`config.mk`:
```
export PLATFORM = sky130hd
export DESIGN_NAME = uart_rx_param
export DESIGN_NICKNAME = d
export VERILOG_FILES = /design/src/rtl/uart_pkg.sv /design/src/rtl/uart_rx_sampler.sv /design/src/rtl/uart_rx_param.sv
export SDC_FILE = /design/constraint.sdc
export NUM_CORES = 1
export LEC_CHECK = 0
export BUFFER_PORTS_ARGS = -buffer_cell sky130_fd_sc_hd__buf_4
export CAP_MARGIN = 10
export CORE_MARGIN = 3
export CORE_UTILIZATION = 55
export CTS_CLUSTER_SIZE = 28
export DETAILED_ROUTE_END_ITERATION = 10
export PLACE_DENSITY = 0.76
export SLEW_MARGIN = 20
export SYNTH_ARGS = -nofsm -noshare
export SYNTH_HDL_FRONTEND = slang
export SYNTH_HIERARCHICAL = 1
export SYNTH_SLANG_ARGS = --single-unit
```
`constraint.sdc`:
```
create_clock -name clk_16bd -period 2.5 [get_ports clk_16bd]
set_input_delay 0.25 -clock clk_16bd [delete_from_list [all_inputs] [get_ports clk_16bd]]
set_output_delay 0.25 -clock clk_16bd [all_outputs]
set_load 0.005 [all_outputs]
```
`src/rtl/uart_pkg.sv`:
```
// Shared definitions for the UART receive path.
//   rx_state_t  : receiver FSM state encoding
//   PARITY_*    : values of the parity_type input
//   STOP_*      : values of the stop_bits input
//   maj3        : 3-input majority used by the bit voter
package uart_pkg;

  typedef enum logic [2:0] {
    IDLE      = 3'd0,
    START     = 3'd1,
    DATA      = 3'd2,
    PARITY    = 3'd3,
    STOP      = 3'd4,
    WAIT_HIGH = 3'd5
  } rx_state_t;

  localparam logic PARITY_EVEN = 1'b0;
  localparam logic PARITY_ODD  = 1'b1;
  localparam logic STOP_1      = 1'b0;
  localparam logic STOP_2      = 1'b1;

  function automatic logic maj3(input logic a, input logic b, input logic c);
    return (a & b) | (a & c) | (b & c);
  endfunction

endpackage

```
`src/rtl/uart_rx_sampler.sv`:
```
// Front end of the UART receiver: 2-flop synchroniser, free-running
// oversample counter (restartable on start-bit detection) and a 3-sample
// majority voter around the bit centre.
// Ports:
//   clk_16bd   in  oversampling clock
//   rst        in  synchronous active-high reset
//   rx         in  asynchronous serial line
//   restart    in  force the sample counter to 0 on the next edge
//   rx_s       out synchronised line
//   bit_value  out majority of rx_s at counts MID-1, MID, MID+1
//   bit_decide out high while count == MID+1 (bit_value valid)
//   bit_end    out high while count == OVERSAMPLE-1
module uart_rx_sampler
  import uart_pkg::*;
#(
  parameter int OVERSAMPLE = 16
) (
  input  logic clk_16bd,
  input  logic rst,
  input  logic rx,
  input  logic restart,
  output logic rx_s,
  output logic bit_value,
  output logic bit_decide,
  output logic bit_end
);

  localparam int CW = $clog2(OVERSAMPLE);
  localparam logic [CW-1:0] MID_M1 = CW'(OVERSAMPLE / 2 - 1);
  localparam logic [CW-1:0] MID    = CW'(OVERSAMPLE / 2);
  localparam logic [CW-1:0] MID_P1 = CW'(OVERSAMPLE / 2 + 1);
  localparam logic [CW-1:0] LAST   = CW'(OVERSAMPLE - 1);

  logic          sync1;
  logic [CW-1:0] cnt;
  logic          samp_a;
  logic          samp_b;

  always_ff @(posedge clk_16bd) begin
    if (rst) begin
      sync1  <= 1'b1;
      rx_s   <= 1'b1;
      cnt    <= '0;
      samp_a <= 1'b1;
      samp_b <= 1'b1;
    end else begin
      sync1 <= rx;
      rx_s  <= sync1;
      if (restart || cnt == LAST) cnt <= '0;
      else                        cnt <= cnt + 1'b1;
      if (cnt == MID_M1) samp_a <= rx_s;
      if (cnt == MID)    samp_b <= rx_s;
    end
  end

  // Third vote is the live rx_s at MID+1, so the decision is available
  // in the same cycle without an extra register stage.
  assign bit_value  = maj3(samp_a, samp_b, rx_s);
  assign bit_decide = (cnt == MID_P1);
  assign bit_end    = (cnt == LAST);

endmodule

```
`src/rtl/uart_rx_param.sv`:
```
// Run-time configurable UART receiver with valid/ready output register.
// Frame: start, 1..DATA_W data bits LSB first, optional even/odd parity,
// 1 or 2 stop bits. Each frame is delivered with parity/frame/break flags.
// Ports:
//   clk_16bd, rst                    clock, synchronous active-high reset
//   rx                               asynchronous serial input (idle high)
//   parity_en, parity_type,
//   stop_bits, frame_length          frame format, latched at start detect
//   rx_data, rx_valid, rx_ready      output holding register handshake
//   parity_err, frame_err, break_det per-frame flags, qualified by rx_valid
//   overrun, clr_overrun             sticky lost-frame flag and its clear
//   busy                             receiver not idle
// Handshake: rx_data and the flags are stable while rx_valid is high; a
// transfer happens on any edge where rx_valid && rx_ready. A new frame may
// load in the same cycle as a transfer; otherwise a frame finishing while
// rx_valid is high is dropped and overrun is set.
module uart_rx_param
  import uart_pkg::*;
#(
  parameter int DATA_W     = 9,
  parameter int OVERSAMPLE = 16,
  parameter int FL_W       = $clog2(DATA_W + 1)
) (
  input  logic              clk_16bd,
  input  logic              rst,
  input  logic              rx,
  input  logic              parity_en,
  input  logic              parity_type,
  input  logic              stop_bits,
  input  logic [FL_W-1:0]   frame_length,
  output logic [DATA_W-1:0] rx_data,
  output logic              rx_valid,
  input  logic              rx_ready,
  output logic              parity_err,
  output logic              frame_err,
  output logic              break_det,
  output logic              overrun,
  input  logic              clr_overrun,
  output logic              busy
);

  localparam logic [FL_W-1:0] LEN_MAX = FL_W'(DATA_W);

  rx_state_t state, state_next;

  logic rx_s, bit_value, bit_decide, bit_end;
  logic restart;

  // Frame configuration captured at start detection
  logic            par_en_q;
  logic            par_type_q;
  logic            stop2_q;
  logic [FL_W-1:0] len_q;
  logic [FL_W-1:0] len_eff;

  // Per-frame accumulators
  logic [FL_W-1:0]   idx;
  logic [DATA_W-1:0] data_q;
  logic              perr_q;
  logic              ferr_q;
  logic              zero_q;     // every bit seen so far (break window) was 0
  logic              stop_idx;   // 0 = first stop bit, 1 = second

  logic frame_done;
  logic ferr_final;
  logic brk_final;
  logic load;
  logic accept;

  assign restart = (state == IDLE) && !rx_s;
  assign len_eff = (frame_length == '0 || frame_length > LEN_MAX) ? LEN_MAX : frame_length;

  uart_rx_sampler #(.OVERSAMPLE(OVERSAMPLE)) u_sampler (
    .clk_16bd   (clk_16bd),
    .rst        (rst),
    .rx         (rx),
    .restart    (restart),
    .rx_s       (rx_s),
    .bit_value  (bit_value),
    .bit_decide (bit_decide),
    .bit_end    (bit_end)
  );

  // FSM state register
  always_ff @(posedge clk_16bd) begin
    if (rst) state <= IDLE;
    else     state <= state_next;
  end

  // FSM next-state logic; frame_done marks the final stop-bit decision
  always_comb begin
    state_next = state;
    frame_done = 1'b0;
    case (state)
      IDLE:      if (!rx_s) state_next = START;
      START: begin
        if (bit_decide && bit_value) state_next = IDLE;
        else if (bit_end)            state_next = DATA;
      end
      DATA:      if (bit_end && idx == len_q - 1'b1) state_next = par_en_q ? PARITY : STOP;
      PARITY:    if (bit_end) state_next = STOP;
      STOP: begin
        if (bit_decide && stop_idx == stop2_q) begin
          frame_done = 1'b1;
          // A low final stop bit means the line may still be in break;
          // wait for it to go high so the break is not seen as a new start.
          state_next = bit_value ? IDLE : WAIT_HIGH;
        end
      end
      WAIT_HIGH: if (rx_s) state_next = IDLE;
      default:   state_next = IDLE;
    endcase
  end

  // The final stop bit is folded in combinationally so the holding
  // register can load on the edge right after the decision.
  assign ferr_final = ferr_q | ~bit_value;
  assign brk_final  = zero_q & (stop_idx ? 1'b1 : ~bit_value);

  // Frame datapath
  always_ff @(posedge clk_16bd) begin
    if (rst) begin
      par_en_q   <= 1'b0;
      par_type_q <= PARITY_EVEN;
      stop2_q    <= STOP_1;
      len_q      <= LEN_MAX;
      idx        <= '0;
      data_q     <= '0;
      perr_q     <= 1'b0;
      ferr_q     <= 1'b0;
      zero_q     <= 1'b1;
      stop_idx   <= 1'b0;
    end else if (restart) begin
      par_en_q   <= parity_en;
      par_type_q <= parity_type;
      stop2_q    <= stop_bits;
      len_q      <= len_eff;
      idx        <= '0;
      data_q     <= '0;
      perr_q     <= 1'b0;
      ferr_q     <= 1'b0;
      zero_q     <= 1'b1;
      stop_idx   <= 1'b0;
    end else begin
      case (state)
        DATA: begin
          if (bit_decide) begin
            for (int i = 0; i < DATA_W; i++) begin
              if (idx == FL_W'(i)) data_q[i] <= bit_value;
            end
            if (bit_value) zero_q <= 1'b0;
          end
          if (bit_end) idx <= idx + 1'b1;
        end
        PARITY: begin
          if (bit_decide) begin
            perr_q <= ((^data_q) ^ bit_value) != par_type_q;
            if (bit_value) zero_q <= 1'b0;
          end
        end
        STOP: begin
          if (bit_decide) begin
            if (!bit_value)             ferr_q <= 1'b1;
            if (!stop_idx && bit_value) zero_q <= 1'b0;
          end
          if (bit_end) stop_idx <= 1'b1;
        end
        default: ;
      endcase
    end
  end

  // Output holding register
  assign accept = rx_valid && rx_ready;
  assign load   = frame_done && (!rx_valid || rx_ready);

  always_ff @(posedge clk_16bd) begin
    if (rst) begin
      rx_data    <= '0;
      rx_valid   <= 1'b0;
      parity_err <= 1'b0;
      frame_err  <= 1'b0;
      break_det  <= 1'b0;
      overrun    <= 1'b0;
    end else begin
      if (load) begin
        rx_data    <= data_q;
        rx_valid   <= 1'b1;
        parity_err <= perr_q;
        frame_err  <= ferr_final;
        break_det  <= brk_final;
      end else if (accept) begin
        rx_valid <= 1'b0;
      end
      if (frame_done && !load) overrun <= 1'b1;
      else if (clr_overrun)    overrun <= 1'b0;
    end
  end

  assign busy = (state != IDLE);

endmodule

```
# After elaboration in Yosys (flattened, before gate mapping)
# Cells that the tools add are included.
dict set report totals {
  reg_bits 49
  inputBits 12
  out_inout_bits 15
  wordCells 137
}
dict set report classes {
  add_sub_neg 3
  n_lt_le_gt_ge 1
  n_eq_ne 30
  muxes 23
  bitwise 9
  n_reduce_logical 41
}
# op n
set ops {}
lappend ops {{AND reduction 3 bit} 10}
lappend ops {{two-way mux 3 bit} 9}
lappend ops {{equality test 4 x 3 -> 1 bit (second input constant)} 5}
lappend ops {{one-hot mux 3 bit (6 select lines)} 1}
lappend ops {{equality test 4 bit (second input constant)} 4}
lappend ops {{!= test 2 bit (second input constant)} 6}
lappend ops {{two-way mux 1 bit} 11}
lappend ops {{XOR reduction 9 bit} 1}
lappend ops {{adder 4 x 1 -> 4 bit (second input constant)} 2}
lappend ops {{equality test 4 x 2 -> 1 bit (second input constant)} 2}
lappend ops {{logical AND 1 bit} 8}
lappend ops {{zero test 4 bit} 2}
lappend ops {{equality test 3 x 2 -> 1 bit (second input constant)} 2}
lappend ops {{equality test 3 bit (second input constant)} 2}
lappend ops {{!= test 2 x 1 -> 1 bit (second input constant)} 3}
lappend ops {{AND reduction 2 bit} 3}
lappend ops {{AND reduction 6 bit} 1}
lappend ops {{nonzero test 2 bit} 3}
lappend ops {{OR reduction 2 bit} 3}
lappend ops {{AND reduction 5 bit} 1}
lappend ops {{bitwise AND 1 bit} 4}
lappend ops {{equality test 4 x 1 -> 1 bit (second input constant)} 1}
lappend ops {{equality test 4 bit} 1}
lappend ops {{> comparator 4 bit (second input constant)} 1}
lappend ops {{14 further kinds} 21}

# Depth between registers and ports, before layout
# Gate-level depths: netlist of the first run.
dict set report logic_depth {
  ltp_word 8
  mapped_depth 9
  mapped_depth_nobuf 8
}

# By module
# The synthesis of the first run kept the hierarchy.
# module n_inst cells_each area_each_um2
set modules_own_cells {}
lappend modules_own_cells {uart_rx_param 1 226 2068.2}
lappend modules_own_cells {uart_rx_sampler 1 35 350.3}

# Worst setup path after synthesis of the first run
# Ideal clock, no wire load.
dict set report synth_timing {
  path_kind {register to register}
  startpoint {register u_sampler.cnt[1]}
  endpoint {register state[1]}
  arrival_time_ns 1.886
  slack_ns 0.493
  path_stages_with_launch 10
  n_path_buf 1
  path_cell_list {dfxtp_1 inv_1 ha_1 and3_2 clkbuf_1 nand2_1 a21oi_1 o32ai_1 nand2b_1 mux2_4}
}
dict set report synth_between {
  elab_chain_cells 4
  word_cells_on_any_way 12
  classes_between {6 x eq/ne; 2 x mux; 4 x reduce/logical}
}
# element line_no
set synth_lines {}
lappend synth_lines {{start: declaration} uart_rx_sampler.sv:35} ;# logic [CW-1:0] cnt;
lappend synth_lines {{start signal: assignment} uart_rx_sampler.sv:50} ;# else cnt <= cnt + 1'b1;
lappend synth_lines {{equality test 4 bit (*)} uart_rx_sampler.sv:59} ;# assign bit_decide = (cnt == MID_P1);
lappend synth_lines {{named net bit_decide} uart_rx_param.sv:46} ;# logic rx_s, bit_value, bit_decide, bit_end;
lappend synth_lines {{logical AND 1 bit (on tied branches)} {uart_rx_param.sv:97, uart_rx_param.sv:103}}
lappend synth_lines {{!= test 3 bit (no line) (tied with other cells)} -}
lappend synth_lines {{AND reduction 6 bit (no line) or one-hot mux 3 bit (6 select lines) (tied branches)} -}
lappend synth_lines {{end signal: assignment} uart_rx_param.sv:87} ;# else state <= state_next;
lappend synth_lines {{end: declaration} uart_rx_param.sv:44} ;# rx_state_t state, state_next;
# The timed path passes the listed nets; every way through them passes the cells marked *.
# A chain may end at the register's enable or synchronous reset.

# Worst setup path after layout of the first run
# Same ends and word-level chain as after synthesis.

==> results.md, run 1 <==
- Status: completed
- Cell family with most CP delay: simple AND/OR/NAND/NOR gates
- LEAKAGE: between 1 and 1.5 nW
- CP startpoint kind: register
- Endpoints failing hold: 0
- FP Rows: 23
- Largest net degree at the start of global routing: 35
- Maximum vdd drop: around 0.46 mV
- Max H-tree Level: 2
- Area growth, synth to finish: 11.7%
- Total power: 1.66 mW
- Comb power frac: roughly an eighth
- Largest area contributor in the netlist: dfxtp_1
- Clk_lat worst skew: approximately 0.31 ns
- Clock Tree Buf Depth: 2
- Worst-path clk slew: ~0.090 ns
- Number of synthesized flops with an enable pin: 0
- Worst Setup SP: u_sampler/cnt[1]
- CP Class: reg -> reg
- Crit-path cells: inv_1 > ha_1 > and3_2 > nand2_1 > a21oi_1 > o32ai_1 > nand2b_1 > mux2_4
- Cell count after placement: about 320
- Antenna violations before repair: 0
- Core area: 0.00412 sq mm
- Clock Sinks: 49
- Worst hold path type: in -> reg
- Stages on worst setup path: 8
- Vias per Instance: about 5.3
- Dominant cells by area after synthesis: dfxtp_1 (41%), mux2i_1 (9.1%), nor2_1 (5.9%)
- Top FF cell, synth: dfxtp_1
- Cells after Synth: about 260
- Seq/Total Area, Yosys: 40.6%
- Fmax: 477 MHz
- Via count: between 1500 and 2000
- Die H: between 70 and 80 um
- Number of buffers added on ports: 26
- Synth Warn #: 6
- Worst slew pin tran: between 0.5 and 0.6 ns
- Die Width: approximately 72 um
- Worst path slowest cell: o32ai_1
- Avg Cell Area, Syn: about 9.3 sq um
- Worst-path maximum fanout: 8
- CTS Root Cell: clkbuf_8
- Fin. max-slew vios: 0
- Syn Nets: 281
- # diodes: 0
- Slowest cell delay on critical path: around 0.37 ns
- Final setup TNS: 0 ns
- Net switching power: 0.442 mW
- WL/cell: about 14 um
- DR DRC count: 0
- Area of the die: ~0.0052 sq mm
- Netlist cell types: 50
- Fraction of registers with async set/reset: 0%
- Required time worst endpoint: approximately 2.7 ns
- Global Route Usage Sum: a little under a fifth
- Final setup fails: 0
- DP HPWL: ~3.2 mm
- R2R depth: 8
- Sequential share of power: between 50% and 60%
- Worst r2r src: u_sampler/cnt[1]
- Drt first pass iters: 4
- Worst path arrival time: 2.29 ns
- Switching Share: a little over a quarter
- Placed Area: 0.00259 sq mm
- Gr ovfl total: 0
- Post-route cell area: 0.00270 sq mm
- Synth Cell Area: ~0.0024 sq mm
- CP Capture Type: register
- Total CTS buffers: 5
- Fin cells: about 330
- Pint: 1.22 mW
- First-pass GRT wire length: 7.84 mm
- Post-CTS resize count: 0
- Starting Density: 58.8%
- Commonest non-fill, non-tap cells in the layout: dfxtp_1 (49), nor2_1 (38), buf_4 (27)
- # IOs: 27
- Flops & latches, synth: 49
- Final WL: between 4 and 5 mm
- CTS tree: done
- Clock share of power: 34.8%
- Synth top area share: about two fifths
- Min-delay src: rx
- Layout cell share with drive strength beyond 1: 16.7%
- Min cycle time layout: 2.10 ns
- Max Cap Viol: 0
- Commonest non-fill, non-tap cell in the layout: dfxtp_1
- ANT nets after route: 0
- Hold Buf Count CTS: 0
- PwrDens: 616 mW/mm^2
- Final nets: roughly 300
- Buf/Inv on CP: 1
- RSZ-0062 raised after global routing: false
- First DRT Iteration DRCs: just under 100
- Post-CTS Setup Bufs: 0
- Hold depth: 2
- Tcrit/Tclk final: between 80 and 90%
- Clk_skew: 0.0130 ns
- Relative max-transition margin: approximately 62%
- GP Congestion: between 0.8 and 0.9
- Vias in the first global route: approximately 1700
[cells in the mapped netlist, types with 2 or more instances]
cell type,n
clkbuf_1,4
nor3_1,6
a21oi_1,16
xnor2_1,15
nand3b_1,10
inv_1,10
and3_1,2
o21ai_0,4
and2_1,2
nor2_1,38
buf_2,3
o41ai_2,2
xor2_1,4
ha_1,8
nand2b_1,6
or2_2,2
buf_6,4
dfxtp_1,49
buf_4,2
nor3b_1,2
mux2i_1,22
nor2b_1,3
nand3_1,4
nand2_1,17
[registers in the layout, summed over array words and instances (netlist names), 3 cells and up]
register       flops
data_q             9
u_sampler/cnt      4
idx                4
rx_data            9
state              3
len_q              4
[through the flow]
stage               hold slack [ns]  util, %  setup slack (ns)
floorplan                     0.327        -             0.493
global placement              0.395     62.9             0.513
detailed placement            0.394     62.9             0.429
CTS                           0.122     65.7             0.411
global route                  0.128     65.7             0.221
finish                        0.126     65.7             0.402
[per-layer routing]
layer	part of all wire (%)	vias to the layer above	wire, um	track usage (%)
met5	0	-	0	0
met3	4.6	4	208	4.16
met4	0.71	0	32	5.22
li1	-	917	-	-
met2	45	36	2040	28.2
met1	50	801	2250	27.7
[power groups by stage]
stage                     clock (mW)  combinational [mW]  sequential, mW
final                          0.579               0.220           0.865
after CTS                      0.583               0.222           0.863
after detailed placement           0               0.220           0.881
after floorplan                    0               0.207           0.843
after global placement             0               0.216           0.881
after global routing           0.612               0.249           0.872
[worst paths after layout]
path                     end  slack (ns)
max                 state[1]        0.40
min          u_sampler/sync1        0.13
max reg2reg         state[1]        0.40
min reg2reg   u_sampler/rx_s        0.41
[layout make-up]
type / instances / area [sq um]
Clock inverter: 3 / 43.8
Timing Repair Buffer: 27 / 203
Tap cell: 50 / 62.6
Fill cell: 354 / 1410
Inverter: 12 / 46.3
Multi-Input combinational cell: 186 / 1300
Clock buffer: 5 / 68.8
Sequential cell: 49 / 981
[worst reg2reg max path: cells and delay by family (launching register included)]
kind,cells,cell delay (ns)
AND/OR/NAND/NOR,3,0.64
AO/OA/AOI/OAI,2,0.44
buffers and inverters,1,0.08
adder cells (fa/ha/maj),1,0.17
flip-flops,1,0.36
multiplexers,1,0.31
[cell families (layout without fill, tap and decap cells)]
group                    Yosys count  in the layout  synth area share (%)
flip-flops                        49             49                  40.6
AO/OA/AOI/OAI                     29             29                  7.81
buffers and inverters             26             47                  5.79
AND/OR/NAND/NOR                  104            104                  22.6
multiplexers                      23             23                  9.73
XOR/XNOR                          21             21                  8.95
adder cells (fa/ha/maj)            9              9                  4.55
(Power assumes the default switching activity.)
==> run 2, diff against run 1 <==
--- a/config.mk
+++ b/config.mk
@@ -5,13 +5,14 @@
 export SDC_FILE = /design/constraint.sdc
 export NUM_CORES = 1
 export LEC_CHECK = 0
+export ABC_AREA = 1
 export BUFFER_PORTS_ARGS = -buffer_cell sky130_fd_sc_hd__buf_4
 export CAP_MARGIN = 10
 export CORE_MARGIN = 3
-export CORE_UTILIZATION = 55
+export CORE_UTILIZATION = 52
 export CTS_CLUSTER_SIZE = 28
 export DETAILED_ROUTE_END_ITERATION = 10
-export PLACE_DENSITY = 0.76
+export PLACE_DENSITY = 0.75
 export SLEW_MARGIN = 20
 export SYNTH_ARGS = -nofsm -noshare
 export SYNTH_HDL_FRONTEND = slang
==> constraint.sdc (replaced) <==
create_clock -name clk_16bd -period 1.9 [get_ports clk_16bd]
set_input_delay 0.19 -clock clk_16bd [delete_from_list [all_inputs] [get_ports clk_16bd]]
set_output_delay 0.19 -clock clk_16bd [all_outputs]
set_load 0.005 [all_outputs]
==> run 2 against run 1 <==
  * Sequential cell count stayed put
  * Synthesized cell count is 31% higher
  * Worst hold slack worse by 0.063 ns
  * Cell count is 28% higher
  * Final area is 6.2% higher
  * Sequential share of layout area is 2.0 points lower
  * Sequential power is 32% higher
  * Maximum frequency is 26% higher
  * Routed wire length is 14% higher
  * Non-clock buffer count is 5 higher
  * Critical endpoint is now state[2]
  * Largest cell class unchanged
  * Largest power group unchanged
==> results.md, run 2 <==
- Area growth, synth to finish: 16.0%
- Die Width: 75.0 um
- Tcrit/Tclk final: between 80 and 90%
- Worst-path maximum fanout: 6
- Seq/Total Area, Yosys: 39.7%
- Worst slew pin tran: a little over 0.4 ns
- Hold slack final: about 0.063 ns
- Biggest regs: data_q x9, rx_data x9
- Endpoints failing hold: 0
- Fin. max-slew vios: 0
- FP Rows: 24
- LEAKAGE: between 1 and 1.5 nW
- CP Class: reg -> reg
- Maximum vdd drop: 0.925 mV
- Status: completed
- Vias per Instance: roughly 5.2
- Placed Area: roughly 0.0027 sq mm
- Syn Nets: between 300 and 400
- Core area: between 0.004 and 0.005 sq mm
- PwrDens: 904 mW/mm^2
- Worst path arrival time: ~1.9 ns
- Final setup fails: 0
- Dominant cells by area after synthesis: dfxtp_1 (40%), nand2_1 (11%), inv_1 (7.0%)
- Vias in the first global route: ~1900
- Clock Tree Buf Depth: 2
- First DRT Iteration DRCs: roughly 170
- Commonest non-fill, non-tap cell in the layout: nand2_1
- Top FF cell, synth: dfxtp_1
- Max H-tree Level: 2
- Area of the multi-input gates: 0.00125 sq mm
- Dpl ws: between 0.2 and 0.25 ns
- Final setup TNS: 0 ns
- Number of synthesized flops with an enable pin: 0
- Total CTS buffers: 5
- Final WL: between 5 and 6 mm
- Netlist cell types: 37
- Final nets: approximately 400
- CP Capture Type: register
- # diodes: 0
- Largest area contributor in the netlist: dfxtp_1
- Hold path endpoint: u_sampler/sync1
- Clock Sinks: 49
- Fmax: around 600 MHz
- Fillers: a little over 400
- CP dominant cell by count: nor2_2
- Synth Cell Area: around 0.0025 sq mm
- Synth top area share: around two fifths
- Layout cell share with drive strength beyond 1: between 10% and 20%
- Clk_skew: slightly below 0.006 ns
- Min-delay src: rx
- Required time worst endpoint: around 2.1 ns
- Avg Cell Area, Syn: just over 7 sq um
- Global Route Usage Sum: about a fifth
- Synth Warn #: 6
- Starting Density: 55.3%
- FF/Latch Area: 983 sq um
- Worst path slowest cell: dfxtp_2
- Worst r2r src: u_sampler/cnt[1]
- ANT nets after route: 0
- Slowest cell delay on critical path: 0.34 ns
- CTS tree: done
- Commonest non-fill, non-tap cells in the layout: nand2_1 (73), dfxtp_1 (47), inv_1 (46)
- Area of the die: between 0.005 and 0.006 sq mm
- RSZ-0062 raised after global routing: false
- Post-CTS Setup Bufs: 0
- First-pass GRT wire length: about 8.7 mm
- Final worst slack: roughly 0.24 ns
- Via count: roughly 2200
- Post-route cell area: ~0.0029 sq mm
- Gr ovfl total: 0
- Cells after Synth: about 340
- Worst-path clk slew: 0.09 ns
- R2R depth: 10
- Relative max-transition margin: 72.8%
- Largest net degree at the start of global routing: 22
- Drt first pass iters: 4
- GP Congestion: 0.896
- Reg-to-reg slack, setup: 0.24 ns
- Worst hold path type: in -> reg
- Fraction of registers with async set/reset: 0%
- DR DRC count: 0
- Crit-path cells: inv_1 > ha_1 > and3_2 > nand3_1 > nand2_2 > nand3_2 > nor2_2 > nand2_1 > nor2_1 > nor2_2
- # IOs: 27
- Critical R2R Capture: state[2]
- Min cycle time layout: between 1.5 and 2 ns
- CTS Root Cell: clkbuf_8
- Flops & latches, synth: about 50
- CP startpoint kind: register
- Antenna violations before repair: 0
- Top cells by count, synth: nand2_1 (73), dfxtp_1 (49), inv_1 (46)
- Max Cap Viol: 0
- Number of buffers added on ports: 26
- DP HPWL: ~3.9 mm
- WL/cell: approximately 12 um
- Hold depth: 2
- Clk_lat worst skew: 0.31 ns
- Count leader, synth: nand2_1
- Die H: 75.0 um
[run 2: metal layers]
layer	wire, um	track usage [%]	vias up
li1	-	-	1172
met1	2450	28.0	979
met2	2400	31.1	44
met3	240	4.14	6
met4	60	5.93	0
met5	0	0	-
[run 2: per-stage QoR]
step	power, mW	utilization [%]	cells
2_1_floorplan	1.59	-	342
3_3_place_gp	1.72	61.1	418
3_5_place_dp	1.73	61.1	418
4_1_cts	2.61	64.1	426
5_1_grt	2.74	64.1	426
6_report	2.59	64.1	426
[run 2: where the power goes]
| group | internal [mW] | switching [mW] |
|---|---|---|
| Sequential | 1.07 | 0.0603 |
| Clock | 0.523 | 0.365 |
| Combinational | 0.224 | 0.348 |
[run 2: cell type report]
cell class	count	share of cell area [%]
well taps	52	2.27
clock buffers	5	2.40
flip-flops and latches	49	34.3
clock inverters	3	2.27
inverters	51	6.80
multi-input cells	234	43.6
repair buffers	32	8.37
[run 2: kinds of logic after synthesis]
family	after synthesis	synth area share, %
compound gates	51	11.8
buf+inv	59	9.71
fa+ha+maj	9	4.45
xor+xnor	5	1.77
simple gates	169	32.6
flops	49	39.7
[run 2: critical path: cells and delay by family, from the launching register on]
family	cells	cell delay, ns
adders and majority gates	1	0.13
buffers and inverters	1	0.07
DFF	1	0.34
and+or+nand+nor	8	1.03
[run 2: worst max-delay path by stage]
| stage | start | end | depth (start not counted) |
|---|---|---|---|
| after detailed placement | u_sampler/cnt[0] | state[2] | 9 |
| after CTS | u_sampler/cnt[0] | state[2] | 9 |
| after floorplan | u_sampler/cnt[0] | parity_err | 8 |
| final | u_sampler/cnt[1] | state[2] | 10 |
| after global placement | u_sampler/cnt[0] | state[2] | 9 |
| after global routing | u_sampler/cnt[1] | state[2] | 11 |
[run 2: timing repair]
| action | CTS | global route |
|---|---|---|
| resized for setup | 0 | 2 |
| setup endpoints to repair | 0 | 1 |
| hold buffers | 0 | 0 |
